==> src/rtl/instr_fetch_queue_if.sv <==
// Decode-side handshake bundle for the instruction fetch queue.
//   id_valid : head entry valid            (queue -> decode)
//   id_instr : head instruction, 0 if empty (queue -> decode)
//   id_pc    : PC of head instruction       (queue -> decode)
//   id_ready : decode accepts head entry    (decode -> queue)
// master = the queue, slave = the decode stage.
interface instr_fetch_queue_if;
  logic        id_valid;
  logic        id_ready;
  logic [31:0] id_instr;
  logic [4:0]  id_pc;

  modport master (output id_valid, output id_instr, output id_pc, input id_ready);
  modport slave  (input id_valid, input id_instr, input id_pc, output id_ready);
endinterface

==> src/rtl/instr_fetch_queue.sv <==
// Instruction fetch stage with a small tagged FIFO.
// Each cycle with fetch_en set, four consecutive bytes (little-endian,
// addresses mod 32) of a 32x8 instruction memory are read at pc_in and pushed,
// tagged with pc_in, into a DEPTH-entry FIFO drained by decode via id_bus.
// Ports:
//   clk, rst          clock and asynchronous active-high reset
//   pc_in, fetch_en   fetch address and push request
//   flush             discard all queued entries at the next edge
//   mem_we/waddr/wdata byte write port of the instruction memory
//   id_bus            decode handshake (valid/ready, instr, pc)
//   q_count, q_full   occupancy and full flag
//   drop_count        saturating count of fetches lost to a full queue
module instr_fetch_queue #(
  parameter int DEPTH = 4,
  parameter int CNT_W = 8
) (
  input  logic                     clk,
  input  logic                     rst,
  input  logic [4:0]               pc_in,
  input  logic                     fetch_en,
  input  logic                     flush,
  input  logic                     mem_we,
  input  logic [4:0]               mem_waddr,
  input  logic [7:0]               mem_wdata,
  instr_fetch_queue_if.master      id_bus,
  output logic [$clog2(DEPTH):0]   q_count,
  output logic                     q_full,
  output logic [CNT_W-1:0]         drop_count
);

  localparam int PTR_W = $clog2(DEPTH);
  localparam logic [PTR_W:0] FULL_CNT = (PTR_W+1)'(DEPTH);

  function automatic logic [CNT_W-1:0] sat_inc(input logic [CNT_W-1:0] v);
    return (&v) ? v : v + 1'b1;
  endfunction

  logic [7:0]       imem [32];
  logic [31:0]      q_instr [DEPTH];
  logic [4:0]       q_pc [DEPTH];

  logic [PTR_W-1:0] rd_ptr, wr_ptr;
  logic [PTR_W:0]   cnt, cnt_nxt;
  logic [CNT_W-1:0] drops;

  logic [4:0]       a1, a2, a3;
  logic [31:0]      fetch_word;
  logic             full, valid, push, pop, do_write, drop;

  // Memory: no reset, write commits at the edge, so a same-cycle fetch sees
  // the old byte through the combinational read below.
  always_ff @(posedge clk) begin
    if (mem_we) imem[mem_waddr] <= mem_wdata;
  end

  assign a1 = pc_in + 5'd1;
  assign a2 = pc_in + 5'd2;
  assign a3 = pc_in + 5'd3;
  assign fetch_word = {imem[a3], imem[a2], imem[a1], imem[pc_in]};

  assign full  = (cnt == FULL_CNT);
  assign valid = (cnt != '0);
  assign push  = fetch_en & ~flush;
  assign pop   = valid & id_bus.id_ready;
  // When full, a concurrent pop frees the slot the push lands in.
  assign do_write = push & (~full | pop);
  assign drop     = push & full & ~pop;

  always_comb begin
    cnt_nxt = cnt;
    case ({do_write, pop})
      2'b10:   cnt_nxt = cnt + 1'b1;
      2'b01:   cnt_nxt = cnt - 1'b1;
      default: cnt_nxt = cnt;
    endcase
  end

  // Entry storage carries no reset; occupancy alone decides what is visible.
  always_ff @(posedge clk) begin
    if (do_write) begin
      q_instr[wr_ptr] <= fetch_word;
      q_pc[wr_ptr]    <= pc_in;
    end
  end

  // Queue control: flush overrides any push/pop but leaves drops alone.
  always_ff @(posedge clk or posedge rst) begin
    if (rst) begin
      rd_ptr <= '0;
      wr_ptr <= '0;
      cnt    <= '0;
      drops  <= '0;
    end else begin
      if (flush) begin
        rd_ptr <= '0;
        wr_ptr <= '0;
        cnt    <= '0;
      end else begin
        if (do_write) wr_ptr <= wr_ptr + 1'b1;
        if (pop)      rd_ptr <= rd_ptr + 1'b1;
        cnt <= cnt_nxt;
        if (drop) drops <= sat_inc(drops);
      end
    end
  end

  assign id_bus.id_valid = valid;
  assign id_bus.id_instr = valid ? q_instr[rd_ptr] : 32'd0;
  assign id_bus.id_pc    = valid ? q_pc[rd_ptr] : 5'd0;
  assign q_count         = cnt;
  assign q_full          = full;
  assign drop_count      = drops;

endmodule
==> src/flat_wrapper.sv <==
// flat-port wrapper written by rule: the top's interface ports become plain ports
module instr_fetch_queue_flat 
#(
  parameter int DEPTH = 4,
  parameter int CNT_W = 8
)
  (clk, rst, pc_in, fetch_en, flush, mem_we, mem_waddr, mem_wdata, q_count, q_full, drop_count, id_bus_id_valid, id_bus_id_instr, id_bus_id_pc, id_bus_id_ready);
  instr_fetch_queue_if id_bus_i ();
  input  logic clk;
  input  logic rst;
  input  logic [4:0] pc_in;
  input  logic fetch_en;
  input  logic flush;
  input  logic mem_we;
  input  logic [4:0] mem_waddr;
  input  logic [7:0] mem_wdata;
  output logic [$clog2(DEPTH):0] q_count;
  output logic q_full;
  output logic [CNT_W-1:0] drop_count;
  output wire logic [$bits(id_bus_i.id_valid)-1:0] id_bus_id_valid;
  output wire logic [$bits(id_bus_i.id_instr)-1:0] id_bus_id_instr;
  output wire logic [$bits(id_bus_i.id_pc)-1:0] id_bus_id_pc;
  input wire logic [$bits(id_bus_i.id_ready)-1:0] id_bus_id_ready;
  assign id_bus_id_valid = id_bus_i.id_valid;
  assign id_bus_id_instr = id_bus_i.id_instr;
  assign id_bus_id_pc = id_bus_i.id_pc;
  assign id_bus_i.id_ready = id_bus_id_ready;
  instr_fetch_queue #(.DEPTH(DEPTH), .CNT_W(CNT_W)) u_core (.clk(clk), .rst(rst), .pc_in(pc_in), .fetch_en(fetch_en), .flush(flush), .mem_we(mem_we), .mem_waddr(mem_waddr), .mem_wdata(mem_wdata), .id_bus(id_bus_i), .q_count(q_count), .q_full(q_full), .drop_count(drop_count));
endmodule
==> config.mk <==
export PLATFORM = sky130hd
export DESIGN_NAME = instr_fetch_queue_flat
export DESIGN_NICKNAME = d
export VERILOG_FILES = /design/src/rtl/instr_fetch_queue_if.sv /design/src/rtl/instr_fetch_queue.sv /design/src/flat_wrapper.sv
export SDC_FILE = /design/constraint.sdc
export NUM_CORES = 1
export LEC_CHECK = 0
export ABC_AREA = 0
export BUFFER_PORTS_ARGS = -buffer_cell sky130_fd_sc_hd__clkbuf_2
export CORE_UTILIZATION = 42
export CTS_BUF_LIST = sky130_fd_sc_hd__clkbuf_2 sky130_fd_sc_hd__clkbuf_4 sky130_fd_sc_hd__clkbuf_8
export DETAILED_ROUTE_END_ITERATION = 8
export HOLD_SLACK_MARGIN = 0.15
export PLACE_DENSITY = 0.6
export SLEW_MARGIN = 20
export SYNTH_ARGS = -nofsm -noshare
export SYNTH_HDL_FRONTEND = slang
export SYNTH_SLANG_ARGS = --single-unit
export TNS_END_PERCENT = 100
==> constraint.sdc <==
create_clock -name clk -period 2.9 [get_ports clk]
set_input_delay 0.145 -clock clk [delete_from_list [all_inputs] [get_ports clk]]
set_output_delay 0.145 -clock clk [all_outputs]
set_load 0.005 [all_outputs]
# Word-level counts from Yosys, hierarchy flattened
# Memories as Yosys holds them, arrays and structs flattened.
# Cells that the tools add are included.
word_totals:
  reg_bits: 15
  ram_bits: 404
  in_bits: 24
  n_memories: 3
op_classes:
  n_addsub: 8
  n_eq_ne: 3
  muxes: 12
  bitwise_logic: 10
  n_reduce_logical: 6
memory_table:
  columns: ["memory", "depth", "width", "read_ports", "rd_ports_with_merged_regs", "wr", "line", "text"]
  rows:
  - ["u_core.imem", 32, 8, 4, 0, 1, "instr_fetch_queue.sv:38", "logic [7:0] imem [32];"]
  - ["u_core.q_instr", 4, 32, 1, 0, 1, "instr_fetch_queue.sv:39", "logic [31:0] q_instr [DEPTH];"]
  - ["u_core.q_pc", 4, 5, 1, 0, 1, "instr_fetch_queue.sv:40", "logic [4:0] q_pc [DEPTH];"]
op_table:
  columns: ["cell", "count"]
  rows:
  - ["$mux 32", 1]
  - ["$add 5x2->5 const B", 2]
  - ["$add 8x1->8 const B", 1]
  - ["$mux 2", 4]
  - ["$reduce_and 8->1", 1]
  - ["$pmux 3 s2", 1]
  - ["$reduce_bool 3->1", 2]
  - ["$add 5x1->5 const B", 1]
  - ["$and 1x1->1", 5]
  - ["$mux 5", 1]
  - ["$add 2x1->2 const B", 2]
  - ["$mux 1", 4]
  - ["$not 1->1", 4]
  - ["$reduce_bool 2->1", 2]
  - ["$add 3x1->3 const B", 1]
  - ["$eq 3x3->1 const B", 1]
  - ["$mux 3", 1]
  - ["$reduce_and 3->1", 1]
  - ["$sub 3x1->3 const B", 1]
  - ["$eq 2x1->1 const B", 1]
  - ["$eq 2x2->1 const B", 1]
  - ["$or 1x1->1", 1]

# Depth between registers and ports, before layout
# Gate-level depths: netlist of run 1.
logic_depth:
  depth_word: 7
  mapped_depth: 12

# Worst setup path after synthesis of run 1
# No wires, ideal clock.
synth_path:
  kind: "input-to-reg"
  start: "input port pc_in[1]"
  end: "memory u_core.q_instr[0][31] (data pin)"
  arrival_ns: 2.689
  setup_slack_ns: -0.050
  path_stages: 10
  n_path_buf: 3
  cell_sequence: "clkbuf_1 > inv_2 > buf_1 > ha_1 > xnor2_2 > buf_2 > mux4_2 > nor2b_1 > a211o_1 > a31o_2"
synth_via:
  elab_chain_len: 2
synth_rtl:
  columns: ["element", "line", "text"]
  rows:
  - ["start: declaration", "flat_wrapper.sv:11", "input logic [4:0] pc_in;"]
  - ["$add 5x2->5", "instr_fetch_queue.sv:58", "assign a3 = pc_in + 5'd3;"]
  - ["$mem_v2 32x8", null, null]
  - ["net u_core.fetch_word[31]", "instr_fetch_queue.sv:47", "logic [31:0] fetch_word;"]
  - ["end: declaration", "instr_fetch_queue.sv:39", null]
# The timed path passes the listed nets, and every way through them passes these cells.

# Final worst setup path of run 1
layout_path:
  start: "input port pc_in[0]"
  end: "memory u_core.q_instr[0][13] (data pin)"
layout_via:
  elab_chain_len: 2
layout_rtl:
  columns: ["element", "line", "text"]
  rows:
  - ["$add 5x1->5", "instr_fetch_queue.sv:56", "assign a1 = pc_in + 5'd1;"]
  - ["$mem_v2 32x8", null, null]
  - ["net u_core.fetch_word[13]", "instr_fetch_queue.sv:47", null]
# The timed path passes the listed nets, and every way through them passes these cells.

==> metrics, run 1 <==
Mapped Cells roughly 1300; mean post-synth cell area 17.55 um2; Synth Net Count around 1300; GP Congestion about 0.86; Synth Register Bits between 400 and 500; MaxCap Viol Count 0; synth warn 0; fmax ~370 MHz; CTS sink cnt 419; max-slew violations 0; GRT Resource Usage Total between 20% and 30%; async set-reset flop share out of synthesis 3.580%; skew final 0.03495 ns; Post-synth EDFFs between 400 and 500; Synth top area share between 50% and 60%; Die X ~230 um; initial antenna violation count 0; hpwl dp ~41000 um; top-level port count between 70 and 80; Root Driver clkbuf_8; core area 51720 um2; dominant synthesized flop cell edfxtp_1; outcome complete, no violations; CP startpoint kind primary input; crit path DAT 3.08 ns; CP required 3.30 ns; HP Class primary input to flip-flop; peak supply drop between 0.3 and 0.4 mV; die area roughly 54000 um2; Detailed Route WL 59550 um; largest cells by area after synthesis edfxtp_1, mux4_2, mux2i_1, mux2_2, dfrtp_1; post-synthesis cell type count 41; crit-path max cell delay between 0.5 and 0.6 ns; Layout Cells excl Fill roughly 2200; placed insts roughly 2000; clk_lat worst skew around 0.65 ns; Starting DRT DRC Count around 1300; vias in the first global route roughly 13000; fin crit period around 2.7 ns; Starting Density 42.92%; die height 231.9 um; post-route ant nets 0; Worst Setup Path Type primary input to flip-flop; final instance area 25500 um2; Critical Path, Cell by Cell dlygate4sd3_1 > buf_8 > ha_1 > xor2_4 > buf_12 > buf_12 > mux4_2 > mux2_2 > o21ai_1; Row Count 83; most numerous cell on the critical path buf_12; PortBufs 73; Crit. End Element flip-flop; final hold viol count 0; drt drc 0; Via Count roughly 13000; Reg clk slew, reported paths about 0.060 ns; PD cells ~610 nW/um2; fillcell total 4310; Area Overhead vs Synth 14.88%; worst-margin pin slew ~0.76 ns; largest net degree at the start of global routing 68; clk buf depth 3; multi-input logic area 9258 um2; share of cells above drive strength 1 between 30% and 40%; Relative slew margins around half; most frequent cell after synthesis edfxtp_1; H-tree depth 3; Crit Path Max Fanout 20; Final #Nets 1455; final worst path period share 92.36%; Num CTS Buffers 74; gr ovfl total 0; endpoints failing setup 0; Mapped Area between 20000 and 25000 um2; sequential fraction of the synthesis area about 56%; setup TNS 0 ns; Crit-path slowest cell dlygate4sd3_1; WL/cell around 28 um; area of placed instances ~24000 um2; first-pass GRT wire length a little under 90000 um; commonest cells in the netlist edfxtp_1, mux4_2, mux2i_1; leading area contributor after synthesis edfxtp_1; CTS tree yes; Lkg Pwr 8.791 nW; vias per inst a little over 6; Reg area between 10000 and 15000 um2; postcts setup bufs 0; TritonRoute pass-1 iters 5; unrepaired setup endpoints after global routing false
==> critical path, delay by kind of cell <==
| family | cells | cell delay, ns |
|---|---|---|
| buffers and inverters | 4 | 1.24 |
| muxes | 2 | 0.83 |
| AOI/OAI and AO/OA | 1 | 0.34 |
| adders and majority gates | 1 | 0.30 |
| xor gates and xnor gates | 1 | 0.19 |
==> worst paths after layout <==
| path | from | endpoint | slack (ns) | cells past startpoint |
|---|---|---|---|---|
| min | mem_wdata[2] | u_core.imem[11][2] | 0.18 | 1 |
| max | pc_in[0] | u_core.q_instr[0][13] | 0.22 | 9 |
| min reg2reg | u_core.drop_count[5] | u_core.drop_count[5] | 0.50 | 1 |
| max in group asynchronous | rst | u_core.rd_ptr[1] | 1.81 | 4 |
| min in group asynchronous | rst | u_core.drop_count[7] | 0.65 | 4 |
| max reg2reg | u_core.q_count[1] | u_core.q_count[1] | 0.45 | 6 |
==> logic make-up after synthesis <==
kind of cell / Yosys count / share of synthesized area, %
fa+ha+maj: 10 / 0.5975
mux: 422 / 33.46
buf+inv: 103 / 2.306
compound gates: 67 / 1.731
xor+xnor: 21 / 0.8625
simple gates: 223 / 4.701
flops: 419 / 56.35
==> where the power goes <==
| group | internal [W] | leakage (nW) | total (W) | switching, W |
|---|---|---|---|---|
| Clock | 0.00277 | 0.741 | 0.00520 | 0.00243 |
| Combinational | 0.00153 | 4.20 | 0.00318 | 0.00165 |
| Sequential | 0.00692 | 3.86 | 0.00706 | 0.000140 |
==> area by class of cell <==
class	instances	share of cell area [%]
Antenna cell	1	0.009814
Clock buffer	93	4.627
Clock inverter	40	0.8587
Inverter	11	0.1619
Multi-Input combinational cell	743	36.31
Sequential cell	419	49.06
Tap cell	680	3.337
Timing Repair Buffer	172	5.643
==> per-stage QoR <==
| stage | utilization [%] | power, W | hold WS (ns) | worst slack [ns] |
|---|---|---|---|---|
| global route | 49.30 | 0.01608 | 0.2166 | 0.1367 |
| floorplan | - | 0.009119 | 0.04648 | 0.02211 |
| detailed placement | 46.17 | 0.01035 | 0.2335 | 0.2282 |
| CTS | 49.30 | 0.01563 | 0.1511 | 0.1961 |
| global placement | 46.17 | 0.01030 | 0.2160 | 0.3267 |
| finish | 49.31 | 0.01543 | 0.1796 | 0.2215 |
==> flip-flops by register name, summed over array words and instances, names as in the netlist <==
signal and flops:
u_core.imem 256, u_core.q_instr 128, u_core.q_pc 20, u_core.drop_count 8, u_core.q_count 3, u_core.rd_ptr 2
u_core.wr_ptr 2
==> routing by layer <==
layer	GRT usage, %	vias up	wire (um)
li1	-	5548	-
met1	33.50	6979	26840
met2	34.49	581	27490
met3	3.831	66	4224
met4	6.250	0	1003
met5	0	-	0
==> cell usage in the layout (no fill, tap or decap), types with 9 or more instances in the layout <==
| cell | netlist | final |
|---|---|---|
| dlygate4sd3_1 | 0 | 22 |
| clkbuf_8 | 0 | 77 |
| mux4_2 | 252 | 252 |
| and2_1 | 43 | 39 |
| dfrtp_1 | 15 | 13 |
| buf_4 | 15 | 57 |
| mux2_2 | 39 | 39 |
| inv_1 | 9 | 9 |
| mux2i_1 | 131 | 131 |
| buf_12 | 0 | 21 |
| edfxtp_1 | 404 | 404 |
| clkinv_2 | 0 | 14 |
| o22ai_1 | 9 | 9 |
| xnor2_1 | 11 | 10 |
| o21ai_0 | 21 | 21 |
| a21oi_1 | 21 | 21 |
| clkbuf_2 | 0 | 71 |
| clkbuf_4 | 0 | 16 |
| nor2_1 | 50 | 50 |
| clkinv_1 | 0 | 21 |
| nand2_1 | 90 | 90 |
==> what timing repair did <==
item,in CTS,in global routing
endpoints found under the hold margin,188,0
hold buffers,22,0
gates resized for setup,0,0
(Power assumes the default switching activity.)
==> run 2: changes to the inputs <==
Settings changed: CORE_MARGIN set to 2, PLACE_DENSITY 0.6 to 0.55.
==> run 2 against run 1 <==
Hold slack got worse by 0.012 ns; first-iteration DRC count is 3.8% lower; routed wire length grew 3.2%.
==> metrics, run 2 (same netlist as run 1, synthesis figures left out) <==
HP Class primary input to flip-flop (unchanged); PD cells 607.8 nW/um2 (was 605.2 nW/um2); post-route ant nets 0 (unchanged); max layer used met4 (unchanged); drt drc 0 (unchanged); Lkg Pwr 8.801 nW (was 8.791 nW); postcts setup bufs 0 (unchanged); initial antenna violation count 0 (unchanged); worst hold path startpoint mem_wdata[5] (was mem_wdata[2]); WL met2 28730 um (was 27490 um); core area 52450 um2 (was 51720 um2); Critical path origin u_core.q_count[0] (was pc_in[0]); fin crit period 2.673 ns (was 2.679 ns); fmax 374.2 MHz (was 373.3 MHz); Starting Density 42.32% (was 42.92%); crit path DAT 3.23 ns (was 3.08 ns); RR Startpoint u_core.q_count[0] (was u_core.q_count[1]); peak supply drop 0.3118 mV (was 0.3202 mV); Via Count 13063 (was 13174); unrepaired setup endpoints after global routing false (unchanged); fillcell total 4384 (was 4310); crit-path max cell delay 0.56 ns (was 0.59 ns); most frequent cells in the layout edfxtp_1, mux4_2, mux2i_1, nand2_1, clkbuf_8 (unchanged); vias in the first global route 13028 (was 12992); # hold bufs at CTS 14 (was 22); GRT Resource Usage Total 23.05% (was 22.63%); Starting DRT DRC Count 1256 (was 1306); Row Count 84 (was 83); Buffers & Inverters on Critical Path 1 (was 4); final hold viol count 0 (unchanged); CTS sink cnt 419 (unchanged); outcome complete, no violations (unchanged); Root Driver clkbuf_8 (unchanged); CP required 3.46 ns (was 3.30 ns); WL/cell 28.48 um (was 27.58 um); Final #Nets 1454 (was 1455); H-tree depth 3 (unchanged); Relative slew margins 54.67% (was 48.48%); Critical Path, Cell by Cell or3_1 > and3_1 > fa_1 > o32ai_1 > o21ai_0 > a21oi_1 > dlygate4sd3_1 (was dlygate4sd3_1 > buf_8 > ha_1 > xor2_4 > buf_12 > buf_12 > mux4_2 > mux2_2 > o21ai_1); skew final 0.02223 ns (was 0.03495 ns); area of placed instances 23920 um2 (was 23880 um2); vias per inst 6.050 (was 6.102); worst-margin pin slew 0.6800 ns (was 0.7647 ns); gr ovfl total 0 (unchanged); Largest regs u_core.imem x256, u_core.q_instr x128, u_core.q_pc x20 (unchanged); most common cell after layout, fill and taps aside edfxtp_1 (unchanged); flip-flop count of the largest register after layout 256 (unchanged); met1 wire length 26050 um (was 26840 um); hpwl dp 43260 um (was 41370 um); Reg clk slew, reported paths 0.06 ns (about the same); Biggest register u_core.imem (unchanged); top-level port count 74 (unchanged); CP startpoint kind flip-flop (was primary input); first-pass GRT wire length 89730 um (was 88260 um); CTS tree yes (unchanged); post-CTS sizing 0 (unchanged); endpoints failing setup 0 (unchanged); share of cells above drive strength 1 39.63% (was 38.90%); GP Congestion 0.8415 (was 0.8594); Area Overhead vs Synth 14.74% (was 14.88%); multi-input logic area 9268 um2 (was 9258 um2); final worst path period share 92.16% (was 92.36%); PortBufs 73 (unchanged); Die X 233.9 um (was 231.9 um); clk buf depth 3 (unchanged); DR WL met3 5422 um (was 4224 um); final instance area 25470 um2 (was 25500 um2); clk_lat worst skew 0.64 ns (was 0.65 ns); antenna cells 0 (was 1); Worst Setup Path Type flip-flop to flip-flop (was primary input to flip-flop); Detailed Route WL 61480 um (was 59550 um); CP delay by family, top simple AND/OR/NAND/NOR gates (was buffers and inverters); die height 233.9 um (was 231.9 um); Crit. End Element flip-flop (unchanged); Reg area 12510 um2 (unchanged); Crit-path slowest cell dlygate4sd3_1 (unchanged); max-slew violations 0 (unchanged); TritonRoute pass-1 iters 5 (unchanged); setup TNS 0 ns (unchanged); die area 54700 um2 (was 53770 um2); largest net degree at the start of global routing 73 (was 68); Crit Path Max Fanout 8 (was 20); Num CTS Buffers 72 (was 74); MaxCap Viol Count 0 (unchanged)
[run 2: cell types whose count changed in the layout (fill, tap and decap cells not counted), moves of 4 or more]
cell / change
buf_12: -4
clkinv_1: -7
buf_4: +13
dlygate4sd3_1: -8
[run 2: metrics by stage]
| step | hold WS, ns | util [%] | total power [W] | worst slack [ns] | cells |
|---|---|---|---|---|---|
| 3_5_place_dp | 0.2285 | 45.60 | 0.01033 | 0.2510 | 2020 |
| 3_3_place_gp | 0.2341 | 45.60 | 0.01030 | 0.3227 | 2020 |
| 6_report | 0.1679 | 48.56 | 0.01548 | 0.2274 | 2159 |
| 2_1_floorplan | 0.04648 | - | 0.009119 | 0.02211 | 1265 |
| 5_1_grt | 0.2065 | 48.56 | 0.01618 | 0.05703 | 2159 |
| 4_1_cts | 0.1512 | 48.56 | 0.01569 | 0.2333 | 2159 |
[run 2: final cells by class]
cell class	instances	share of cell area (%)
clock buffers	95	4.716
clock inverters	30	0.8303
multi-input cells	743	36.39
inverters	11	0.1621
repair buffers	173	5.404
well taps	688	3.380
flip-flops and latches	419	49.12
[run 2: final timing paths]
check	end	slack, ns	cells after the start
worst max-delay path	u_core.q_count[2]	0.23	7
worst min-delay path	u_core.imem[2][5]	0.17	1
worst max register to register	u_core.q_count[2]	0.23	7
worst min register to register	u_core.drop_count[5]	0.51	1
max in group asynchronous	u_core.rd_ptr[0]	1.78	4
min in group asynchronous	u_core.drop_count[5]	0.68	4
[run 2: worst register-to-register path, delay by kind of cell (launching register included)]
family / cells / cell delay [ns]
buf+inv: 1 / 0.56
fa+ha+maj: 1 / 0.43
simple gates: 2 / 0.60
flops: 1 / 0.47
compound gates: 3 / 0.56
[run 2: power by group]
| part | internal [W] | switching, W |
|---|---|---|
| Combinational | 0.00150 | 0.00165 |
| Sequential | 0.00692 | 0.0000991 |
| Clock | 0.00296 | 0.00236 |
[run 2: layer usage]
| metal | global-route usage (%) | vias to the layer above |
|---|---|---|
| li1 | - | 5534 |
| met1 | 32.05 | 6843 |
| met2 | 35.59 | 594 |
| met3 | 6.603 | 92 |
| met4 | 6.547 | 0 |
| met5 | 0 | - |
==> run 3: changes to the inputs <==
Settings changed: PLACE_DENSITY 0.55 to 0.57.
Clock period 2.9 ns to 2.35 ns, I/O delays scaled along.
==> run 3 against run 2 <==
Via count is 3.1% higher; sequential power increased by 24%; critical path depth increased by 1; first-iteration DRC count is 16% higher; total power rose by 25%; count of clock-buffer cells in the layout is 1 higher; clock skew rose by 0.030 ns; largest cell class unchanged; largest power group unchanged.
==> metrics, run 3 (same netlist as run 1, synthesis figures left out) <==
Critical Path, Cell by Cell dlygate4sd3_1 > buf_4 > ha_2 > buf_12 > mux4_2 > mux4_2 > nand2_1 > nand2_1 (was or3_1 > and3_1 > fa_1 > o32ai_1 > o21ai_0 > a21oi_1 > dlygate4sd3_1); drt drc 0 (unchanged); Largest regs u_core.imem x256, u_core.q_instr x128, u_core.q_pc x20 (unchanged); Crit. End Element flip-flop (unchanged); most frequent cells in the layout edfxtp_1, mux4_2, mux2i_1, buf_4, nand2_1 (was edfxtp_1, mux4_2, mux2i_1, nand2_1, clkbuf_8); flip-flop count of the largest register after layout 256 (unchanged); Final #Nets 1505 (was 1454); core area 52450 um2 (unchanged); fillcell total 4359 (was 4384); first-pass GRT wire length 91810 um (was 89730 um); CTS tree yes (unchanged); peak supply drop 0.4876 mV (was 0.3118 mV); fmax 431.5 MHz; die height 233.9 um (unchanged); setup TNS 0 ns (unchanged); fin util 49.59% (was 48.56%); CP required 2.64 ns (was 3.46 ns); MaxCap Viol Count 0 (unchanged); share of cells above drive strength 1 41.77% (was 39.63%); initial antenna violation count 1 (was 0); Biggest register u_core.imem (unchanged); HP Class primary input to flip-flop (unchanged); PortBufs 73 (unchanged); Row Count 84 (unchanged); unrepaired setup endpoints after global routing true (was false); Lkg Pwr 9.083 nW (was 8.801 nW); CTS sink cnt 419 (unchanged); multi-input logic area 9293 um2 (was 9268 um2); endpoints failing setup 0 (unchanged); PD cells 741.5 nW/um2 (was 607.8 nW/um2); GRT Resource Usage Total 23.51% (was 23.05%); fin crit period around 2.3 ns; H-tree depth 3 (unchanged); most common cell after layout, fill and taps aside edfxtp_1 (unchanged); Final Power 0.01929 W (was 0.01548 W); outcome complete, no violations (unchanged); gr ovfl total 0 (unchanged); post-route ant nets 0 (unchanged); vias in the first global route 13397 (was 13028); Crit-path slowest cell dlygate4sd3_1 (unchanged); Starting Density 42.32% (unchanged); die area 54700 um2 (unchanged); hpwl dp 42990 um (was 43260 um); Area Overhead vs Synth 17.18% (was 14.74%); Starting DRT DRC Count 1453 (was 1256); Root Driver clkbuf_8 (unchanged); antenna cells 0 (unchanged); Reg area 12510 um2 (about the same); skew final 0.05205 ns (was 0.02223 ns); crit path DAT 2.61 ns (was 3.23 ns); worst-margin pin slew 0.6473 ns (was 0.6800 ns); GP Congestion 0.9029 (was 0.8415); crit-path max cell delay 0.54 ns (was 0.56 ns); Reg clk slew, reported paths 0.06 ns (about the same); Relative slew margins 56.85% (was 54.67%); WL/cell 28.44 um (was 28.48 um); largest net degree at the start of global routing 53 (was 73); max-slew violations 0 (unchanged); Die X 233.9 um (unchanged); vias per inst 6.083 (was 6.050); Worst Setup Path Type primary input to flip-flop (was flip-flop to flip-flop); Crit Path Max Fanout 26 (was 8); clk buf depth 3 (unchanged); hold_ws 0.1811 ns (was 0.1679 ns); top-level port count 74 (unchanged); clk_lat worst skew 0.65 ns (was 0.64 ns); TritonRoute pass-1 iters 5 (unchanged); Via Count 13462 (was 13063); final hold viol count 0 (unchanged); CP startpoint kind primary input (was flip-flop); Detailed Route WL 62940 um (was 61480 um); Num CTS Buffers 73 (was 72); final worst path period share a little over nine tenths
-- run 3: cell types whose count changed in the layout (fill, tap and decap cells not counted), moves of 4 or more --
| cell | previous run | this run |
|---|---|---|
| buf_4 | 70 | 103 |
| and2_1 | 39 | 28 |
| and2_4 | 0 | 11 |
| buf_12 | 17 | 26 |
| clkinv_1 | 14 | 23 |
| clkinv_2 | 12 | 5 |
| clkbuf_4 | 17 | 22 |
| clkbuf_8 | 78 | 74 |
| dlygate4sd3_1 | 14 | 18 |
-- run 3: cell type report --
class,count,share of cell area (%)
multi-input cells,743,35.73
clock inverters,33,0.7505
flip-flops and latches,419,48.11
inverters,11,0.1684
well taps,688,3.310
clock buffers,96,4.551
repair buffers,223,7.384
-- run 3: metal layers --
metal | up-vias | track usage [%] | routed length [um]
li1 | 5653 | - | -
met2 | 636 | 35.23 | 28630
met1 | 7075 | 33.33 | 27040
met4 | 0 | 7.160 | 1548
met3 | 98 | 6.919 | 5722
met5 | - | 0 | 0
-- run 3: what timing repair did --
| item | in CTS | in global routing |
|---|---|---|
| gates resized for setup | 4 | 13 |
| hold buffers | 18 | 0 |
| buffers inserted | 0 | 2 |
| pin swaps | 0 | 1 |
| setup endpoints to repair | 6 | 21 |
| hold endpoints to repair | 235 | 0 |
| cloned | 0 | 2 |
-- run 3: worst paths after layout --
check | from | end | slack [ns] | cells after the start
worst max-delay path | pc_in[2] | u_core.q_instr[0][17] | 0.03 | 8
worst min-delay path | mem_wdata[4] | u_core.imem[3][4] | 0.18 | 1
worst max register to register | u_core.q_count[0] | u_core.q_instr[0][17] | 0.26 | 5
worst min register to register | u_core.drop_count[7] | u_core.drop_count[7] | 0.52 | 1
max in group asynchronous | rst | u_core.rd_ptr[1] | 1.27 | 4
min in group asynchronous | rst | u_core.q_count[2] | 0.64 | 4
-- run 3: through the flow --
| stage | cell area (um2) | std cells | worst slack (ns) |
|---|---|---|---|
| 3_3_place_gp | 24320 | 2062 | -0.1361 |
| 2_1_floorplan | 22290 | 1265 | 0.0003006 |
| 6_report | 26010 | 2213 | 0.03240 |
| 5_1_grt | 26010 | 2213 | -0.03016 |
| 3_5_place_dp | 24320 | 2062 | -0.1140 |
| 4_1_cts | 25890 | 2209 | -0.04613 |
-- run 3: power breakdown --
group	leakage [nW]	total, W	switching, W	internal (W)
Clock	0.722	0.00642	0.00293	0.00349
Combinational	4.51	0.00419	0.00209	0.00210
Sequential	3.85	0.00867	0.000135	0.00854
Total	9.08	0.0193	0.00516	0.0141
-- run 3: critical path: cells and delay by family --
| kind | cells | cell delay, ns |
|---|---|---|
| adder cells (fa/ha/maj) | 1 | 0.42 |
| multiplexers | 2 | 0.85 |
| AND/OR/NAND/NOR | 2 | 0.27 |
| buffers and inverters | 3 | 0.94 |
